<file path="src/rtl/menu_nav_fsm.sv">
// Front-end menu controller: TITLE -> CAR_SELECT -> CONTROL_SELECT -> GAME.
// Edge-detects decoded keys, wraps the selection cursors, and drives registered
// visibility flags, arrow coordinates and car/control selections for drawing.
module menu_nav_fsm #(
  parameter int unsigned N_CARS    = 4,
  parameter int unsigned N_CTRL    = 2,
  parameter int unsigned XY_W      = 11,
  parameter int unsigned CAR_X0    = 192,
  parameter int unsigned CAR_DX    = 192,
  parameter int unsigned CAR_AY    = 480,
  parameter int unsigned CTRL_X0   = 256,
  parameter int unsigned CTRL_DX   = 384,
  parameter int unsigned CTRL_AY   = 576,
  parameter int unsigned ARROW_OFS = 16
) (
  input  logic              pclk,
  input  logic              rst,
  input  logic [7:0]        keycode,
  input  logic [5:0]        key,
  output logic              title_screen_visible,
  output logic              car_select_visible,
  output logic              control_select_visible,
  output logic              track_visible,
  output logic              player_visible,
  output logic [N_CARS-1:0] car_visible,
  output logic              arrow_visible,
  output logic [XY_W-1:0]   arrow_xpos,
  output logic [XY_W-1:0]   arrow_ypos,
  output logic [3:0]        car,
  output logic [3:0]        control,
  output logic              lap_timer_start,
  output logic              race_start
);

  localparam int unsigned IDX_W = 4;
  localparam int unsigned K_UP    = 0;
  localparam int unsigned K_DOWN  = 1;
  localparam int unsigned K_LEFT  = 2;
  localparam int unsigned K_RIGHT = 3;
  localparam int unsigned K_ENTER = 4;
  localparam int unsigned K_ESC   = 5;

  typedef enum logic [1:0] {
    S_TITLE = 2'd0,
    S_CAR   = 2'd1,
    S_CTRL  = 2'd2,
    S_GAME  = 2'd3
  } state_t;

  state_t           state, state_nxt;
  logic [IDX_W-1:0] car_idx, car_idx_nxt;
  logic [IDX_W-1:0] ctrl_idx, ctrl_idx_nxt;
  logic [3:0]       sel_car, sel_car_nxt;
  logic [3:0]       sel_ctrl, sel_ctrl_nxt;
  logic             go_q, go_nxt;
  logic [5:0]       key_q;
  logic [7:0]       kc_q;

  logic [5:0]       ev_c;
  logic             ev_ok_c;
  logic             title_ev_c;
  logic [XY_W-1:0]  car_ax_c;
  logic [XY_W-1:0]  ctrl_ax_c;

  // Arrow x positions for the current cursor indices, computed at XY_W bits
  assign car_ax_c  = XY_W'(CAR_X0) + XY_W'(car_idx) * XY_W'(CAR_DX) + XY_W'(ARROW_OFS);
  assign ctrl_ax_c = XY_W'(CTRL_X0) + XY_W'(ctrl_idx) * XY_W'(CTRL_DX) + XY_W'(ARROW_OFS);

  // Rising-edge key events; only a single new key in a cycle counts
  assign ev_c       = key & ~key_q;
  assign ev_ok_c    = $onehot(ev_c);
  assign title_ev_c = (keycode != 8'd0) && (kc_q == 8'd0);

  // State, index, selection and key history registers
  always_ff @(posedge pclk) begin
    if (rst) begin
      state    <= S_TITLE;
      car_idx  <= '0;
      ctrl_idx <= '0;
      sel_car  <= '0;
      sel_ctrl <= '0;
      go_q     <= 1'b0;
      key_q    <= '0;
      kc_q     <= '0;
    end else begin
      state    <= state_nxt;
      car_idx  <= car_idx_nxt;
      ctrl_idx <= ctrl_idx_nxt;
      sel_car  <= sel_car_nxt;
      sel_ctrl <= sel_ctrl_nxt;
      go_q     <= go_nxt;
      key_q    <= key;
      kc_q     <= keycode;
    end
  end

  // Next-state, cursor wrap and selection logic
  always_comb begin
    state_nxt    = state;
    car_idx_nxt  = car_idx;
    ctrl_idx_nxt = ctrl_idx;
    sel_car_nxt  = sel_car;
    sel_ctrl_nxt = sel_ctrl;
    go_nxt       = 1'b0;
    case (state)
      S_TITLE: begin
        if (title_ev_c) state_nxt = S_CAR;
      end
      S_CAR: begin
        if (ev_ok_c) begin
          if (ev_c[K_RIGHT]) begin
            car_idx_nxt = (car_idx == IDX_W'(N_CARS - 1)) ? '0 : car_idx + IDX_W'(1);
          end else if (ev_c[K_LEFT]) begin
            car_idx_nxt = (car_idx == '0) ? IDX_W'(N_CARS - 1) : car_idx - IDX_W'(1);
          end else if (ev_c[K_ENTER]) begin
            sel_car_nxt = car_idx + 4'd1;
            state_nxt   = S_CTRL;
          end else if (ev_c[K_ESC]) begin
            state_nxt = S_TITLE;
          end
        end
      end
      S_CTRL: begin
        if (ev_ok_c) begin
          if (ev_c[K_RIGHT]) begin
            ctrl_idx_nxt = (ctrl_idx == IDX_W'(N_CTRL - 1)) ? '0 : ctrl_idx + IDX_W'(1);
          end else if (ev_c[K_LEFT]) begin
            ctrl_idx_nxt = (ctrl_idx == '0) ? IDX_W'(N_CTRL - 1) : ctrl_idx - IDX_W'(1);
          end else if (ev_c[K_ENTER]) begin
            sel_ctrl_nxt = ctrl_idx + 4'd1;
            go_nxt       = 1'b1;
            state_nxt    = S_GAME;
          end else if (ev_c[K_ESC]) begin
            sel_car_nxt = '0;
            state_nxt   = S_CAR;
          end
        end
      end
      S_GAME: begin
        if (ev_ok_c && ev_c[K_ESC]) begin
          sel_car_nxt  = '0;
          sel_ctrl_nxt = '0;
          state_nxt    = S_TITLE;
        end
      end
      default: state_nxt = S_TITLE;
    endcase
  end

  // Registered draw-pipeline outputs, one cycle behind the state registers
  always_ff @(posedge pclk) begin
    if (rst) begin
      title_screen_visible   <= 1'b0;
      car_select_visible     <= 1'b0;
      control_select_visible <= 1'b0;
      track_visible          <= 1'b0;
      player_visible         <= 1'b0;
      car_visible            <= '0;
      arrow_visible          <= 1'b0;
      arrow_xpos             <= '0;
      arrow_ypos             <= '0;
      car                    <= '0;
      control                <= '0;
      lap_timer_start        <= 1'b0;
      race_start             <= 1'b0;
    end else begin
      title_screen_visible   <= (state == S_TITLE);
      car_select_visible     <= (state == S_CAR);
      control_select_visible <= (state == S_CTRL);
      track_visible          <= (state == S_GAME);
      player_visible         <= (state == S_GAME);
      car_visible            <= (state == S_CAR) ? {N_CARS{1'b1}} : '0;
      arrow_visible          <= (state == S_CAR) || (state == S_CTRL);
      lap_timer_start        <= (state == S_GAME);
      race_start             <= go_q;
      car                    <= sel_car;
      control                <= sel_ctrl;
      case (state)
        S_CAR: begin
          arrow_xpos <= car_ax_c;
          arrow_ypos <= XY_W'(CAR_AY);
        end
        S_CTRL: begin
          arrow_xpos <= ctrl_ax_c;
          arrow_ypos <= XY_W'(CTRL_AY);
        end
        default: begin
          arrow_xpos <= '0;
          arrow_ypos <= '0;
        end
      endcase
    end
  end

endmodule

</file>
<file path="config.mk">
export PLATFORM = sky130hd
export DESIGN_NAME = menu_nav_fsm
export DESIGN_NICKNAME = d
export VERILOG_FILES = /design/src/rtl/menu_nav_fsm.sv
export SDC_FILE = /design/constraint.sdc
export NUM_CORES = 1
export LEC_CHECK = 0
export ABC_AREA = 1
export BUFFER_PORTS_ARGS = -buffer_cell sky130_fd_sc_hd__buf_2
export CAP_MARGIN = 30
export CORE_ASPECT_RATIO = 1.1
export CORE_MARGIN = 3
export CORE_UTILIZATION = 55
export CTS_BUF_LIST = sky130_fd_sc_hd__clkbuf_8 sky130_fd_sc_hd__clkbuf_16
export CTS_CLUSTER_DIAMETER = 50
export DETAILED_ROUTE_END_ITERATION = 10
export GPL_TIMING_DRIVEN = 0
export PLACE_DENSITY = 0.92
export SETUP_SLACK_MARGIN = 0.2
export SLEW_MARGIN = 40
export SYNTH_ARGS = -nofsm -noshare
export SYNTH_HDL_FRONTEND = slang
export SYNTH_SLANG_ARGS = --single-unit
</file>
<file path="constraint.sdc">
create_clock -name pclk -period 3.96 [get_ports pclk]
set_clock_uncertainty 0.05 [all_clocks]
set_input_delay 0.198 -clock pclk [delete_from_list [all_inputs] [get_ports pclk]]
set_output_delay 0.198 -clock pclk [all_outputs]
set_load 0.005 [all_outputs]
</file>
; Word level (Yosys, flattened, before mapping)
; Cells that the tools add are included.
[totals]
wordCells = 116
out_inout_bits = 42
input_bits = 16
regBits = 73
[classes]
multipliers = 2
muxes = 41
n_addsub = 13
n_reduce_logical = 17
n_eq_ne = 20
bitwise_logic = 4
[op_table]
columns = op, count
row1 = 4-bit two-way mux, 23
row2 = 2-bit two-way mux, 12
row3 = 2-bit inequality test (second input constant), 12
row4 = 11-bit by 5-bit adder with 11-bit output (second input constant), 2
row5 = 11-bit case mux with 2 select lines, 1
row6 = 10-bit case mux with 2 select lines, 1
row7 = 4-bit case mux with 3 select lines, 1
row8 = 8-bit by 11-bit adder with 11-bit output (first input constant), 1
row9 = 9-bit by 11-bit adder with 11-bit output (first input constant), 1
row10 = 11-bit AND reduction, 1
row11 = 10-bit AND reduction, 1
row12 = 4-bit by 1-bit adder with 4-bit output (second input constant), 2
row13 = 4-bit logical NOT, 2
row14 = 8-bit logical NOT, 1
row15 = 2-bit case mux with 4 select lines, 1
row16 = 4-bit case mux with 2 select lines, 1
row17 = 8-bit nonzero test, 1
row18 = 4-bit by 1-bit subtractor with 4-bit output (second input constant), 2
row19 = 1-bit by 1-bit adder with 2-bit output, 3
row20 = 6-bit AND, 1
row21 = 3-bit inequality test (second input constant), 2
row22 = 6-bit inverter, 1
row23 = 3-bit AND reduction, 2
row24 = 6-bit AND reduction, 1
row25 = 17 further kinds, 21

; Longest topological paths before layout
; Gate-level depths: netlist of run 1.
[logic_depth]
ltp_word = 9
ltp_mapped = 18
mapped_depth_nobuf = 17

; Least setup slack after synthesis of run 1
; No wires, ideal clock.
[synth_path]
kind = reg-to-reg
from = reg key_q[3]
to = reg sel_car[0]
path_stages_with_launch = 17
setup_time_ns = 0.069
path_buffers = 1
setup_slack_ns = 0.887
period_less_slack_ns = 3.073
arrival_ns = 2.954
required_ns = 3.841
path_cell_list = dfxtp_1 -> nor2_4 -> buf_4 -> fa_1 -> inv_1 -> fa_1 -> inv_1 -> ha_1 -> fa_1 -> inv_1 -> nand2_2 -> clkinv_2 -> o21ai_1 -> nor2_1 -> nand2_2 -> nand2_1 -> o21ai_1
[synth_via]
elab_chain_len = 9
elab_cells_between_ends = 13
classes_between = 3 x add/sub / 6 x eq/ne / 2 x bitwise / 2 x reduce/logical
[synth_lines]
columns = item, line
row1 = from (decl), 56  ; logic [5:0] key_q;
row2 = from (signal assigned), 92  ; key_q <= key;
row3 = 6-bit inverter (*), 70  ; assign ev_c = key & ~key_q;
row4 = 6-bit AND (*), 70
row5 = 1-bit by 1-bit adder with 2-bit output (not written as such), 71  ; assign ev_ok_c = $onehot(ev_c);
row6 = 2-bit by 2-bit adder with 3-bit output (not written as such), 71
row7 = 3-bit by 2-bit adder with 3-bit output (not written as such), 71
row8 = 3-bit by 1-bit equality test with 1-bit output, 71
row9 = 1-bit logical AND, 140  ; if (ev_ok_c && ev_c[K_ESC]) begin
row10 = 2-bit inequality test (no line), n/a
row11 = 11-bit AND reduction (no line) (*), n/a
row12 = to (signal assigned), 89  ; sel_car <= sel_car_nxt;
row13 = to (decl), 53  ; logic [3:0] sel_car, sel_car_nxt;
; Mark *: on every way between the ends. The rest lies on a longest branch, timed or not.
; A chain may end at the register's enable or synchronous reset.

; Final worst setup path of run 1
[layout_path]
from = reg key_q[3]
to = reg state[0]
[layout_via]
elab_chain_len = 9
elab_cells_between_ends = 13
classes_between = 3 x add/sub / 6 x eq/ne / 2 x bitwise / 2 x reduce/logical
[layout_lines]
columns = item, line
row1 = 6-bit inverter (*), 70
row2 = 6-bit AND (*), 70
row3 = 1-bit by 1-bit adder with 2-bit output (not written as such), 71
row4 = 2-bit by 2-bit adder with 3-bit output (not written as such), 71
row5 = 3-bit by 2-bit adder with 3-bit output (not written as such), 71
row6 = 3-bit by 1-bit equality test with 1-bit output, 71
row7 = 1-bit logical AND, 140
row8 = 2-bit inequality test (no line), n/a
row9 = 10-bit AND reduction (no line) (*), n/a
row10 = to (signal assigned), 86  ; state <= state_nxt;
row11 = to (decl), 50  ; state_t state, state_nxt;
; Marked as above.

==> flow_summary_export.csv, run 1 <==
group,metric,value,unit
cts,cts.sinks,55,
drt,drt_iter0_drc,182,
synth,netlist_area,0.00287,mm^2
drt,drt-pass1-iter-count,4,
placed_design,routabilityCongestion,0.910,
drt,route.detailed.vias_per_inst,4.98,
setup_path,slowest_delay,0.53,ns
finish,commonest_non_fill_non_tap_cells_in_the_layout,"sky130_fd_sc_hd__nand2_1 (62), sky130_fd_sc_hd__inv_1 (57), sky130_fd_sc_hd__dfxtp_1 (55)",
cts,h_tree_depth,2,
timing,setup_tns,0,ns
placed_design,detailed_place_hpwl,4350,um
cts,cts_made_buffers,5,
synth,postSynthAreaPerCell,7.80,um^2
floorplan,core_area,0.00485,mm^2
cts,hold_buf_cts,0,
floorplan,die-height,81.8,um
setup_path,start_kind,"register",
setup_path,critPathKind,"register to register",
cts,cts-root-buf,"sky130_fd_sc_hd__clkbuf_8",
setup_path,path_delay_family,"adder cells",
setup_path,critPathRequiredTime,4.17,ns
drt,dr_wl_cell,12.1,um
synth,synth_seq_cells,55,
timing,max_freq,291,MHz
timing,min_period_over_period,86.7,%
grt,antenna_violations_before_repair,0,
worst_hold_path,timing.hold.worst.class,"primary input to register",
grt,grt_overflow,0,
cts,clk_path_buf_depth,2,
timing,finalHoldViolCount,0,
setup_path,worst-endpoint-arrival,3.64,ns
setup_path,crit_path_max_fanout,10,
setup_path,worst-path-buf-inv,3,
drt,drt_drc_violations_left,0,
floorplan,die-area,0.00612,mm^2
finish,layout-drive-gt1-share,23.9,%
synth,synthesis.instances,368,
finish,post-route-cell-area,0.00332,mm^2
cts,cts_post_setup_buffers_inserted,0,
cts,insertion_delay,0.31,ns
power_and_ir_drop,power.density,386,mW/mm^2
floorplan,row_count,26,
floorplan,io_pins,58,
placed_design,placed_cell_area,0.00320,mm^2
grt,grt_usage,19.9,%
grt,first_global_vias,2299,
finish,flow.area_growth_from_synthesis,15.6,%
drt,totalWireLength,5870,um
synth,netlist-cell-type-count,34,
synth,yosysWarnings,0,
power_and_ir_drop,peakVddDrop,0.000198,V
setup_path,worst_path_cell_chain,"nor2_4 -> buf_4 -> fa_1 -> inv_1 -> fa_1 -> inv_1 -> ha_1 -> fa_1 -> nor2_2 -> nand3_1 -> a21oi_1 -> nand3_1 -> nand2_1 -> nand2_1 -> nor2_1",
drt,vias,2423,
timing,period_needed,3.43,ns
finish,fill_cell_count,377,
setup_path,type_of_destination_of_the_critical_path,"register",
finish,layout.core_utilization,68.5,%
setup_path,slowest_stage,"sky130_fd_sc_hd__fa_1",
timing,unrepaired_setup_endpoints_after_global_routing,"false",
timing,hold_slack,0.0397,ns
cts,tritoncts,"done",
outcome,status,"completed",
floorplan,initial_utilization,59.2,%
placed_design,io_buffers,45,
power_and_ir_drop,leakage_power_summed_over_all_cells,1.74,nW
cts,cts_resized,0,
finish,finalNetCount,472,
timing,slew_viol_final,0,
finish,final_common_cell,"sky130_fd_sc_hd__nand2_1",
finish,antenna_cells,0,
grt,first_pass_grt_wire_length,9600,um
setup_path,cpMostUsedCell,"sky130_fd_sc_hd__fa_1",
timing,setup_viol_count_final,0,
floorplan,die_width,74.9,um
cts,clk_transition_reported_paths,0.10,ns
drt,postRouteAntennaNets,0,
grt,pin_count_of_the_biggest_net_entering_global_routing,19,
run,timing.max_cap.violations,0,
synth,seq_area_frac_synth,38.4,%
-- through the flow --
step	cells	setup WS [ns]	total power, mW
floorplan	378	0.887	0.827
global placement	479	0.691	0.887
detailed placement	479	0.636	0.903
CTS	487	0.558	1.28
global route	487	0.357	1.34
finish	487	0.527	1.28
-- area by class of cell --
type                            instances  area, um^2  share of cell area, %
Timing Repair Buffer                   45         225                   6.79
Clock inverter                          3        46.3                   1.40
Sequential cell                        55        1100                   33.2
Clock buffer                            5        68.8                   2.07
Inverter                               64         244                   7.35
Tap cell                               56        70.1                   2.11
Multi-Input combinational cell        233        1370                   41.4
Buffer                                 26         189                   5.69
-- synthesized netlist by cell type --
cell type                   n  share of area (%)
sky130_fd_sc_hd__xor2_1     9                2.7
sky130_fd_sc_hd__a21oi_1   11                1.9
sky130_fd_sc_hd__nand3b_1   1               0.26
sky130_fd_sc_hd__nand2_1   62                8.1
sky130_fd_sc_hd__nand4_1    1               0.22
sky130_fd_sc_hd__ha_1      21                9.2
sky130_fd_sc_hd__conb_1     1               0.13
sky130_fd_sc_hd__o22ai_1    2               0.44
sky130_fd_sc_hd__clkbuf_2   1               0.17
sky130_fd_sc_hd__nor3_1     2               0.35
sky130_fd_sc_hd__inv_1     57                7.5
sky130_fd_sc_hd__buf_4     21                5.5
sky130_fd_sc_hd__inv_2      5               0.65
sky130_fd_sc_hd__o31ai_1    1               0.26
sky130_fd_sc_hd__o21ai_1   10                1.7
sky130_fd_sc_hd__nand2_4    1               0.39
sky130_fd_sc_hd__fa_1       5                3.5
sky130_fd_sc_hd__nor2_2     4               0.87
sky130_fd_sc_hd__buf_2      3               0.52
sky130_fd_sc_hd__o221ai_1   2               0.61
sky130_fd_sc_hd__or2_2      1               0.22
sky130_fd_sc_hd__buf_6      1               0.39
sky130_fd_sc_hd__nor2_1    47                6.1
sky130_fd_sc_hd__o31ai_4    1               0.74
sky130_fd_sc_hd__nand3_1   14                2.4
sky130_fd_sc_hd__inv_4      1               0.22
sky130_fd_sc_hd__clkinv_2   1               0.17
sky130_fd_sc_hd__nand2_2    6                1.3
sky130_fd_sc_hd__nor2_4     4                1.6
sky130_fd_sc_hd__o211ai_1   2               0.52
sky130_fd_sc_hd__dfxtp_1   55                 38
sky130_fd_sc_hd__nor4_1     1               0.22
sky130_fd_sc_hd__o21ai_0   12                2.1
sky130_fd_sc_hd__xnor2_1    2               0.61
-- sequential cells by signal, summed over array words and instances, names as in the netlist, 2 cells and up --
signal and cells:
arrow_xpos 6, arrow_ypos 2, car 4, car_idx 4
control 4, ctrl_idx 4, kc_q 8, key_q 6
sel_car 4, sel_ctrl 4, state 2
-- layer usage --
| layer | global-route usage (%) | share of wire (%) |
|---|---|---|
| met5 | 0 | 0 |
| met4 | 7.30 | 1.5 |
| met3 | 3.55 | 6.2 |
| met2 | 36.9 | 51 |
| met1 | 22.1 | 41 |
-- final timing paths --
kind                              endpoint  slack (ns)  cells after the start         from
worst max-delay path              state[0]        0.53                     15     key_q[3]
worst min-delay path                car[3]        0.04                      2          rst
worst max register to register    state[0]        0.53                     15     key_q[3]
worst min register to register  control[3]        0.38                      2  sel_ctrl[3]
-- cell families (layout without fill, tap and decap cells) --
kind of cell | Yosys count | in the layout | share of synthesized area, %
flops | 55 | 55 | 38.4
fa+ha+maj | 26 | 26 | 12.6
compound gates | 41 | 41 | 8.33
xor+xnor | 11 | 11 | 3.36
simple gates | 144 | 144 | 22.1
other cells | 1 | 11 | 0.131
buf+inv | 90 | 143 | 15.1
-- power breakdown --
| part | internal, mW | total (mW) | switching (mW) |
|---|---|---|---|
| sequential | 0.584 | 0.600 | 0.0153 |
| clock | 0.191 | 0.379 | 0.188 |
| combinational | 0.116 | 0.303 | 0.187 |
| total | 0.891 | 1.28 | 0.390 |
(Power assumes the default switching activity.)
==> run 2: changes to the inputs <==
- ABC_AREA: 1 -> default
- CORE_UTILIZATION: 55 -> 54
- MAX_ROUTING_LAYER: default -> met4
- PLACE_DENSITY: 0.92 -> 0.91
==> flow_summary_export.csv, run 2 <==
group,metric,value,unit
outcome,status,"completed",
drt,drt_iter0_drc,283,
floorplan,die_width,74.5,um
grt,pin_count_of_the_biggest_net_entering_global_routing,18,
floorplan,die-height,81.3,um
timing,min_period_over_period,97.3,%
timing,slew_at_the_pin_closest_to_its_max_slew_limit,0.634,ns
finish,layout-drive-gt1-share,32.6,%
finish,top_register_by_number_of_flip_flops,"kc_q",
floorplan,die-area,0.00606,mm^2
finish,antenna_cells,0,
setup_path,type_of_destination_of_the_critical_path,"register",
timing,period_needed,3.85,ns
synth,yosysWarnings,0,
placed_design,io_buffers,46,
setup_path,critPathRequiredTime,4.12,ns
finish,post-route-cell-area,0.00341,mm^2
setup_path,critPathKind,"register to register",
finish,flow.area_growth_from_synthesis,22.6,%
finish,biggestRegsByFlops,"kc_q (8), arrow_xpos (6), key_q (6)",
cts,cts-root-buf,"sky130_fd_sc_hd__clkbuf_8",
placed_design,routabilityCongestion,0.904,
grt,grt_overflow,0,
synth,proportion_of_synthesized_flip_flops_having_asynchronous_set_or_reset,0,%
setup_path,worst-endpoint-arrival,4.01,ns
floorplan,core_area,0.00481,mm^2
grt,grt_usage,21.8,%
worst_hold_path,timing.hold.worst.class,"primary input to register",
timing,setup_viol_count_final,0,
synth,seq_area_frac_synth,39.5,%
synth,synth_area_leader_cell,"sky130_fd_sc_hd__dfxtp_1",
timing,setup_tns,0,ns
cts,clk_transition_reported_paths,0.09,ns
cts,h_tree_depth,2,
synth,yosys-top-cells-count,"sky130_fd_sc_hd__dfxtp_1 (55), sky130_fd_sc_hd__nor2b_1 (32), sky130_fd_sc_hd__ha_1 (21)",
synth,yosys.area.top_type_share,39.5,%
drt,postRouteAntennaNets,0,
timing,finalHoldViolCount,0,
synth,synth_ff_type,"sky130_fd_sc_hd__dfxtp_1",
synth,netlist_area,0.00279,mm^2
power_and_ir_drop,power.density,371,mW/mm^2
grt,first_global_vias,2126,
cts,cts.sinks,55,
timing,hold_slack,0.0459,ns
synth,netlist-cell-type-count,48,
setup_path,start_kind,"register",
floorplan,row_count,26,
drt,dr_wl_cell,15.5,um
drt,drt_drc_violations_left,0,
drt,route.detailed.vias_per_inst,5.58,
timing,max_freq,260,MHz
grt,antenna_violations_before_repair,0,
drt,drt-pass1-iter-count,7,
timing,unrepaired_setup_endpoints_after_global_routing,"true",
power_and_ir_drop,peakVddDrop,0.000217,V
finish,finalNetCount,403,
placed_design,detailed_place_hpwl,3960,um
placed_design,placed_cell_area,0.00312,mm^2
grt,first_pass_grt_wire_length,9560,um
synth,synth.most_common_cell,"sky130_fd_sc_hd__dfxtp_1",
floorplan,initial_utilization,57.8,%
drt,vias,2331,
finish,commonest_non_fill_non_tap_cells_in_the_layout,"sky130_fd_sc_hd__dfxtp_1 (54), sky130_fd_sc_hd__buf_2 (46), sky130_fd_sc_hd__nor2b_1 (32), sky130_fd_sc_hd__buf_4 (32), sky130_fd_sc_hd__ha_1 (20)",
power_and_ir_drop,leakage_power_summed_over_all_cells,1.61,nW
cts,cts_made_buffers,5,
finish,largest_reg_flops,8,
drt,totalWireLength,6480,um
timing,slew_viol_final,0,
finish,layout.core_utilization,70.9,%
floorplan,io_pins,58,
finish,final_common_cell,"sky130_fd_sc_hd__dfxtp_1",
synth,post_synth_main_area_contributors,"sky130_fd_sc_hd__dfxtp_1 (40%), sky130_fd_sc_hd__ha_1 (9.4%), sky130_fd_sc_hd__nor2b_1 (7.2%)",
setup_path,slack_of_the_worst_reg_to_reg_path,0.11,ns
cts,tritoncts,"done",
timing,max_slew_margin,57.7,%
synth,synth-edff-count,0,
run,timing.max_cap.violations,0,
cts,insertion_delay,0.32,ns
synth,postSynthAreaPerCell,9.77,um^2
synth,synth_seq_cells,55,
cts,clk_path_buf_depth,2,
synth,synthesis.instances,285,
setup_path,crit_path_max_fanout,4,
## run 2: cell types whose count changed in the layout (fill, tap and decap cells not counted), sizes merged, moves of 7 or more
cell / before / now
nand2: 69 / 15
inv: 64 / 18
nor2: 55 / 13
nor2b: 0 / 32
o21ai: 22 / 6
nand3: 14 / 1
buf: 70 / 81
mux2: 0 / 8
clkbuf: 6 / 13
## run 2: stage by stage
step / instances / power [mW] / setup slack (ns)
2_1_floorplan: 295 / 0.793 / 0.236
6_report: 418 / 1.26 / 0.108
3_5_place_dp: 397 / 0.862 / -0.0869
4_1_cts: 413 / 1.21 / 0.182
3_3_place_gp: 397 / 0.848 / -0.0182
5_1_grt: 418 / 1.31 / 0.0307
## run 2: what timing repair did
action / in CTS / in global routing
setup endpoints to repair: 13 / 16
hold buffers: 0 / 0
pin swaps: 10 / 11
gates resized for setup: 12 / 10
buffers inserted: 8 / 5
## run 2: layer usage
layer  up-vias  global-route usage [%]  wire [um]
li1       1070                       -          -
met1      1084                    22.9       2480
met2       138                    36.0       3150
met3        39                    5.94        499
met4         0                    13.0        348
met5         -                       -          0
## run 2: final cells by class
cell class / instances / area, um^2
repair buffers: 59 / 332
clock inverters: 2 / 16.3
plain buffers: 29 / 203
inverters: 18 / 72.6
multi-input cells: 193 / 1540
flip-flops and latches: 55 / 1100
clock buffers: 6 / 82.6
well taps: 56 / 70.1
fillers: 319 / 1400
## run 2: kinds of logic after synthesis
kind of cell             Yosys count  synth area share [%]
multiplexers                       9                  4.13
AND/OR/NAND/NOR                   91                  19.2
adder cells (fa/ha/maj)           26                  13.0
XOR/XNOR                          14                  4.40
AO/OA/AOI/OAI                     42                  10.2
flip-flops                        55                  39.5
buffers and inverters             47                  9.43
other                              1                 0.135
## run 2: path summary, 6_finish.rpt
path	from	to	cells past startpoint
max reg2reg	key_q[3]	sel_car[2]	14
max	key_q[3]	sel_car[2]	14
min reg2reg	go_q	race_start	1
min	keycode[6]	kc_q[6]	2
## run 2: worst max-delay path: stages, from the launching register on
cell,delay (ns)
sky130_fd_sc_hd__dfxtp_2,0.33
sky130_fd_sc_hd__nand2b_4,0.11
sky130_fd_sc_hd__buf_6,0.10
sky130_fd_sc_hd__inv_6,0.03
sky130_fd_sc_hd__buf_8,0.11
sky130_fd_sc_hd__fa_1,0.48
sky130_fd_sc_hd__inv_2,0.04
sky130_fd_sc_hd__fa_1,0.56
sky130_fd_sc_hd__inv_1,0.07
sky130_fd_sc_hd__ha_2,0.19
sky130_fd_sc_hd__fa_1,0.49
sky130_fd_sc_hd__or3b_4,0.44
sky130_fd_sc_hd__o21ai_4,0.22
sky130_fd_sc_hd__nand4b_4,0.19
sky130_fd_sc_hd__mux2_4,0.33
## run 2: power by group
group / switching [mW] / internal [mW]
combinational: 0.173 / 0.170
clock: 0.186 / 0.143
sequential: 0.0129 / 0.580
total: 0.372 / 0.893
